==> config.mk <==
export PLATFORM = sky130hd
export DESIGN_NAME = stream_rr_arbiter
export DESIGN_NICKNAME = d
export VERILOG_FILES = /design/src/rtl/stream_rr_arbiter.sv
export SDC_FILE = /design/constraint.sdc
export NUM_CORES = 1
export LEC_CHECK = 0
export BUFFER_PORTS_ARGS = -buffer_cell sky130_fd_sc_hd__buf_2
export CAP_MARGIN = 10
export CORE_MARGIN = 2
export CORE_UTILIZATION = 42
export DETAILED_ROUTE_END_ITERATION = 8
export GPL_TIMING_DRIVEN = 0
export PLACE_DENSITY_LB_ADDON = 0.05
export RECOVER_POWER = 25
export SETUP_SLACK_MARGIN = 0.1
export SLEW_MARGIN = 0
export SYNTH_ARGS = -nofsm -noshare
export SYNTH_HDL_FRONTEND = slang
export SYNTH_SLANG_ARGS = --single-unit
export TNS_END_PERCENT = 50
==> constraint.sdc <==
create_clock -name clk -period 1.9 [get_ports clk]
set_input_delay 0.19 -clock clk [delete_from_list [all_inputs] [get_ports clk]]
set_output_delay 0.19 -clock clk [all_outputs]
set_load 0.005 [all_outputs]
==> src/rtl/stream_rr_arbiter.sv <==
// stream_rr_arbiter: round-robin arbiter feeding one valid/ready byte stream.
// Picks one requesting source per cycle and loads its beat, with the source
// index, into a single-entry output register.
// Optional feature macro: ARB_BURST_LOCK_EN. When it is defined, a grant stays
// on one source for up to MAX_BURST consecutive beats.
module stream_rr_arbiter #(
  parameter int NUM_REQ   = 4,
  parameter int DATA_W    = 8,
  parameter int MAX_BURST = 4
) (
  input  logic                        clk,
  input  logic                        reset,
  input  logic [NUM_REQ-1:0]          req_valid_i,
  input  logic [NUM_REQ*DATA_W-1:0]   req_data_i,
  output logic [NUM_REQ-1:0]          req_ready_o,
  input  logic                        e_ready_i,
  output logic                        e_valid_o,
  output logic [DATA_W-1:0]           e_data_o,
  output logic [$clog2(NUM_REQ)-1:0]  e_src_o
);

  localparam int SRC_W = $clog2(NUM_REQ);
  localparam int SUM_W = SRC_W + 1;

  if (NUM_REQ < 2 || NUM_REQ > 8 || MAX_BURST < 1 || MAX_BURST > 15) begin : g_param_check
    $error("stream_rr_arbiter: parameter out of range");
  end

  logic [SRC_W-1:0]  ptr;        // last granted requester
  logic [SRC_W-1:0]  rr_winner;  // first valid source after ptr
  logic [SRC_W-1:0]  winner;     // source granted this cycle
  logic              any_valid;
  logic              pipe_ready;
  logic              accept;
  logic [DATA_W-1:0] win_data;

  // Output register can take a beat when empty or being drained this cycle.
  assign pipe_ready = !e_valid_o || e_ready_i;
  assign accept     = pipe_ready && any_valid && !reset;

  // Round-robin search starting at ptr+1 and wrapping; ptr itself is tried last.
  always_comb begin
    logic [SUM_W-1:0] sum;
    logic [SRC_W-1:0] idx;
    rr_winner = ptr;
    any_valid = 1'b0;
    sum       = '0;
    idx       = '0;
    for (int k = 1; k <= NUM_REQ; k++) begin
      sum       = {1'b0, ptr} + SUM_W'(k);
      sum       = (sum >= SUM_W'(NUM_REQ)) ? (sum - SUM_W'(NUM_REQ)) : sum;
      idx       = sum[SRC_W-1:0];
      rr_winner = (!any_valid && req_valid_i[idx]) ? idx : rr_winner;
      any_valid = any_valid | req_valid_i[idx];
    end
  end

`ifdef ARB_BURST_LOCK_EN
  // Beats accepted in the current lock; zero means no lock is held.
  logic [3:0] burst_cnt;
  logic       hold;

  // A lock is held on ptr while that source keeps its request up.
  assign hold = (burst_cnt != 4'd0) && req_valid_i[ptr];

  // Locked source wins over the round-robin choice.
  always_comb begin
    if (hold) begin
      winner = ptr;
    end else begin
      winner = rr_winner;
    end
  end

  // Burst counter: counts lock beats, clears on MAX_BURST or when the source drops.
  always_ff @(posedge clk) begin
    if (reset) begin
      burst_cnt <= 4'd0;
    end else if (accept) begin
      if (hold) begin
        if ((burst_cnt + 4'd1) >= 4'(MAX_BURST)) begin
          burst_cnt <= 4'd0;
        end else begin
          burst_cnt <= burst_cnt + 4'd1;
        end
      end else if (MAX_BURST == 1) begin
        burst_cnt <= 4'd0;
      end else begin
        burst_cnt <= 4'd1;
      end
    end else if (pipe_ready && (burst_cnt != 4'd0) && !req_valid_i[ptr]) begin
      burst_cnt <= 4'd0;
    end else begin
      burst_cnt <= burst_cnt;
    end
  end
`else
  // Without burst lock every accept re-arbitrates.
  always_comb begin
    winner = rr_winner;
  end
`endif

  // Select the winning source's beat.
  always_comb begin
    win_data = '0;
    for (int i = 0; i < NUM_REQ; i++) begin
      win_data = (winner == SRC_W'(i)) ? req_data_i[i*DATA_W +: DATA_W] : win_data;
    end
  end

  // Ready goes only to the granted source, and only when the beat is taken.
  always_comb begin
    req_ready_o         = '0;
    req_ready_o[winner] = accept;
  end

  // Output register and round-robin pointer.
  always_ff @(posedge clk) begin
    if (reset) begin
      e_valid_o <= 1'b0;
      e_data_o  <= '0;
      e_src_o   <= '0;
      ptr       <= SRC_W'(NUM_REQ - 1);
    end else if (accept) begin
      e_valid_o <= 1'b1;
      e_data_o  <= win_data;
      e_src_o   <= winner;
      ptr       <= winner;
    end else if (e_ready_i) begin
      e_valid_o <= 1'b0;
    end else begin
      e_valid_o <= e_valid_o;
    end
  end

endmodule
==> out/results.ini, run 1 <==
[status]
status = finished, final reports clean

[route]
drc = 0
wl_mm = 2.81
drt-wirelength-per-cell_um = 14.5
drtIter0Drc = 23
routed_via_density = 5.72
route.vias.total = 1109
firstDrtPassIters = 4
ant_nets = 0

[floorplanning]
initial_core_util = 0.447
core-area_sq_um = 1960
pin_count = 54
die_h_um = 49.7
die_x_um = 49.7
core.rowCount = 16
dieArea_sq_um = 2470

[cts]
root_buffer = clkbuf_4
clk-insertion-delay-late_ps = 270
cts_sinks = 13
htreeDepth = 1
cts_tree = built
cts_buffers = 3
clk_pin_slew_ps = 80
cts.path.max_buffers = 2

[global_route]
track_usage = 0.223
grt_max_degree = 11
grt_pass1_wl_mm = 4.34
overflow = 0
grt_pass1_vias = 950
antenna_found_initial = 0

[cells_and_area]
area.sequential_sq_um = 264
nFillCells = 193
fin_nets = 207
insertedDiodeCount = 0
final_layout_size_suffix_gt1_frac = 0.443
syn_to_final_growth_pct = 44.4
multi_input_area_sq_um = 619

[sta]
tightest_slew_ps = 662
relSlewSlack = 0.553
setup_viol = 0
rsz0062_at_grt = true
slew_viol_final = 0
tns_ps = 0
finalCriticalPeriod_ps = 1810
hold_ws_ps = 193
finalCritPeriodShare = 0.954
hold_viol_final = 0
fmax_mhz = 552
skew_ps = 3.10

[power]
leakage_nw = 0.566
power_density_nw_per_um2 = 685
ir_worst_vdd_mv = 0.538

[critical_path]
cp.required_ps = 1710
start_kind = flop
critical_path_arrival_ps = 1620
critPathCaptureType = output port
worstSetupPathType = flop to output port
path_max_fanout = 9

[synthesis]
syn_area_per_cell_sq_um = 8.12
ys_seq_elements = 13
synth_cells = 108
synth_common_cells = dfxtp_1, nor2_1, a221oi_1, nor3_1
ys_types = 37
syn_area_sq_um = 877
synth-edff-count = 0
synth_seq_area_share = 0.297
synthTopCellsByArea = dfxtp_1, a221oi_1, nor2_1, o32ai_1, a31oi_1
yosysWarningCount = 0
yosysTopAreaCellShare = 0.297
synth_async_sr_flop_share = 0
synth_ff_type = dfxtp_1
syn-num-nets = 147
yosysTopAreaCell = dfxtp_1

[min_path]
min_path_type = input port to flop

[placed_design]
port_buffers = 53
place.gp.congestion = 0.923
dpl.hpwl_mm = 2.11

[flow_run]
cap_violations = 0

power breakdown:
group          internal (mW)  switching (mW)  total, mW  leakage (nW)
logic                  0.170           0.198      0.368         0.443
registers              0.311          0.0204      0.331         0.108
clock network         0.0812          0.0863      0.167        0.0150
total                  0.562           0.305      0.867         0.566
final timing paths:
kind,start,end,slack [ps],cells after the start
hold reg to reg,e_data_o[2],e_data_o[2],490,2
hold / removal,req_data_i[14],e_data_o[6],190,3
setup / recovery,ptr[0],req_ready_o[1],90,6
setup reg to reg,ptr[0],e_data_o[5],200,5
worst max-delay path, cell delays in order, from the launching register on:
cell and delay (ps):
dfxtp_4 380, and2b_4 290, o21ai_4 80, and3_4 200
buf_6 130, nor3_2 150, buf_2 130
flip-flops by register name, summed over array words and instances (netlist names):
name,cells
e_valid_o,1
e_src_o,2
ptr,2
e_data_o,8
cell families (layout without fill, tap and decap cells):
logic type / Yosys count / in the layout / synth area share
AO/OA/AOI/OAI: 38 / 38 / 0.347
buffers and inverters: 9 / 68 / 0.0442
flip-flops: 13 / 13 / 0.297
AND/OR/NAND/NOR: 48 / 48 / 0.312
through the flow:
step                utilization  instance area (sq um)  total power, mW  instances  setup WS, ps
floorplan                     -                    877            0.542        108           328
global placement          0.599                   1180            0.663        188          94.0
detailed placement        0.599                   1180            0.673        188          57.6
CTS                       0.624                   1220            0.849        194          53.5
global route              0.645                   1270            0.926        194          12.1
finish                    0.645                   1270            0.867        194          87.3
layout make-up:
| cell class | instances | share of cell area |
|---|---|---|
| Clock buffer | 4 | 0.0208 |
| Inverter | 4 | 0.0138 |
| Multi-Input combinational cell | 86 | 0.489 |
| Buffer | 5 | 0.0237 |
| Sequential cell | 13 | 0.208 |
| Tap cell | 27 | 0.0267 |
| Timing Repair Buffer | 55 | 0.217 |
metal layers:
layer  GRT usage  vias up  share of wire
met5           0        -              0
met4      0.0231        0         0.0036
met3      0.0545        2          0.070
met2       0.384       49           0.49
met1       0.290      518           0.44
li1            -      540              -
what timing repair did:
action | in CTS | in global routing
pin swaps | 1 | 1
resized for setup | 2 | 13
endpoints found under the setup margin | 3 | 7
hold buffers | 0 | 0
buffers inserted | 2 | 0
layout by cell type (no fill, tap or decap), drive strengths merged, types with 5 or more instances in the layout:
master and n:
a221oi 6, a31oi 5, and2 5, buf 52, clkbuf 12, dfxtp 13
nand3 5, nor2 15, nor3 7, o21ai 5
Power figures use the tool's default switching activity.
==> inputs of run 2 (changes only) <==
CORE_UTILIZATION = 44   (was 42)
CTS_BUF_LIST = sky130_fd_sc_hd__clkbuf_8   (was not set)
CTS_CLUSTER_DIAMETER = 50   (was not set)
clock period = 1.93 ns   (was 1.9 ns; I/O delays follow)
==> run 2 against run 1 <==
Effect of this change:
- non-clock buffer count down 1
- critical path type unchanged
- count of clock-buffer cells in the layout down 1
- via count down 0.63%
- sequential power down 1%
- largest cell class unchanged
- first-iteration DRC count down 35%
- core utilization up 2.6 points
- global-route usage up 1.6 points
- final area up 1.9%
==> out/results.ini, run 2 (synthesized netlist as in run 1, its figures left out) <==
[status]
status = finished, final reports clean

[critical_path]
crit_path_max_incr_delay_ps = 310
critical_path_arrival_ps = 1570
cp_slowest_cell = dfxtp_1
critPathCaptureType = output port
start_kind = flop
crit_chain = buf_2 > inv_2 > a22oi_1 > o22ai_4 > and2_1 > buf_2
path_max_fanout = 9
cp.required_ps = 1740
worstSetupPathType = flop to output port
cpMostUsedCell = buf_2

[cells_and_area]
fin_nets = 206
layout_commonest_cell = buf_2
nFillCells = 181
insertedDiodeCount = 0
final_cell_mix = buf_2, nor2_1, dfxtp_1, a221oi_1
utilization = 0.671
final_layout_size_suffix_gt1_frac = 0.446
multi_input_area_sq_um = 631
top_register = e_data_o
stdcell_count = 193
largest_reg_flops = 8
finalInstanceArea_sq_um = 1290
reg.largest.list = e_data_o (8), e_src_o (2), ptr (2)
area.sequential_sq_um = 264
syn_to_final_growth_pct = 47.1

[global_route]
grt_pass1_wl_mm = 4.49
track_usage = 0.239
grt_pass1_vias = 1003
use_met2 = 0.393
met1_usage = 0.296
top_usage_layer = met2
grt_max_degree = 11
overflow = 0
antenna_found_initial = 0
grtUsageMet3 = 0.0679

[placed_design]
dp.cells = 188
place.gp.congestion = 0.932
dpl.hpwl_mm = 2.08
placed_area_sq_um = 1180
port_buffers = 53
preCtsSetupSlack_ps = 74.9

[route]
firstDrtPassIters = 4
route.vias.total = 1102
drc = 0
routed_via_density = 5.71
wl_mm = 2.82
drtIter0Drc = 15
ant_nets = 0
drt-wirelength-per-cell_um = 14.6

[sta]
finalCriticalPeriod_ps = 1770
skew_ps = 7.59
tightest_slew_ps = 603
relSlewSlack = 0.593
hold_ws_ps = 219
hold_viol_final = 0
setup_viol = 0
tns_ps = 0
slew_viol_final = 0
fmax_mhz = 566
fin_ws_ps = 164
finalCritPeriodShare = 0.915
rsz0062_at_grt = true

[floorplanning]
die_h_um = 48.6
core.rowCount = 16
dieArea_sq_um = 2370
die_x_um = 48.6
initial_core_util = 0.456
core-area_sq_um = 1920
pin_count = 54

[power]
ir_worst_vdd_mv = 0.464
power_density_nw_per_um2 = 726
leakage_nw = 0.581
power_mw = 0.936

[cts]
cts_sinks = 13
cts_tree = built
cts.path.max_buffers = 2
root_buffer = clkbuf_8
cts_buffers = 3
clk_pin_slew_ps = 60
clk-insertion-delay-late_ps = 250
htreeDepth = 1

[min_path]
min_path_type = input port to flop

[flow_run]
cap_violations = 0

[run 2: metal layers]
metal | share of wire | routed length [um]
met1 | 0.44 | 1230
met2 | 0.46 | 1310
met3 | 0.076 | 213
met4 | 0.022 | 62
met5 | 0 | 0
[run 2: worst max-delay path, delay by kind of cell (launching register included)]
family / cells / cell delay (ps)
buf+inv: 3 / 410
compound gates: 2 / 430
flops: 1 / 310
simple gates: 1 / 170
[run 2: area by class of cell]
cell class | instances | share of cell area
Buffer | 5 | 0.0242
Clock buffer | 3 | 0.0320
Clock inverter | 1 | 0.00291
Inverter | 4 | 0.0116
Multi-Input combinational cell | 86 | 0.489
Sequential cell | 13 | 0.205
Tap cell | 27 | 0.0262
Timing Repair Buffer | 54 | 0.210
[run 2: repair_timing]
item	in CTS	in global routing
hold buffers	0	0
setup buffers	0	1
pin swaps	0	2
resized for setup	5	10
setup endpoints to repair	2	4
[run 2: worst paths after layout]
| check | start | depth (start not counted) | end | slack [ps] |
|---|---|---|---|---|
| hold / removal | reset | 3 | ptr[1] | 220 |
| setup / recovery | ptr[1] | 6 | req_ready_o[2] | 160 |
| setup reg to reg | ptr[0] | 7 | e_data_o[6] | 210 |
| hold reg to reg | e_src_o[0] | 2 | e_src_o[0] | 490 |
[run 2: power breakdown]
group | switching, mW | internal (mW)
Clock | 0.0996 | 0.140
Sequential | 0.0202 | 0.307
Combinational | 0.199 | 0.170
Total | 0.319 | 0.617
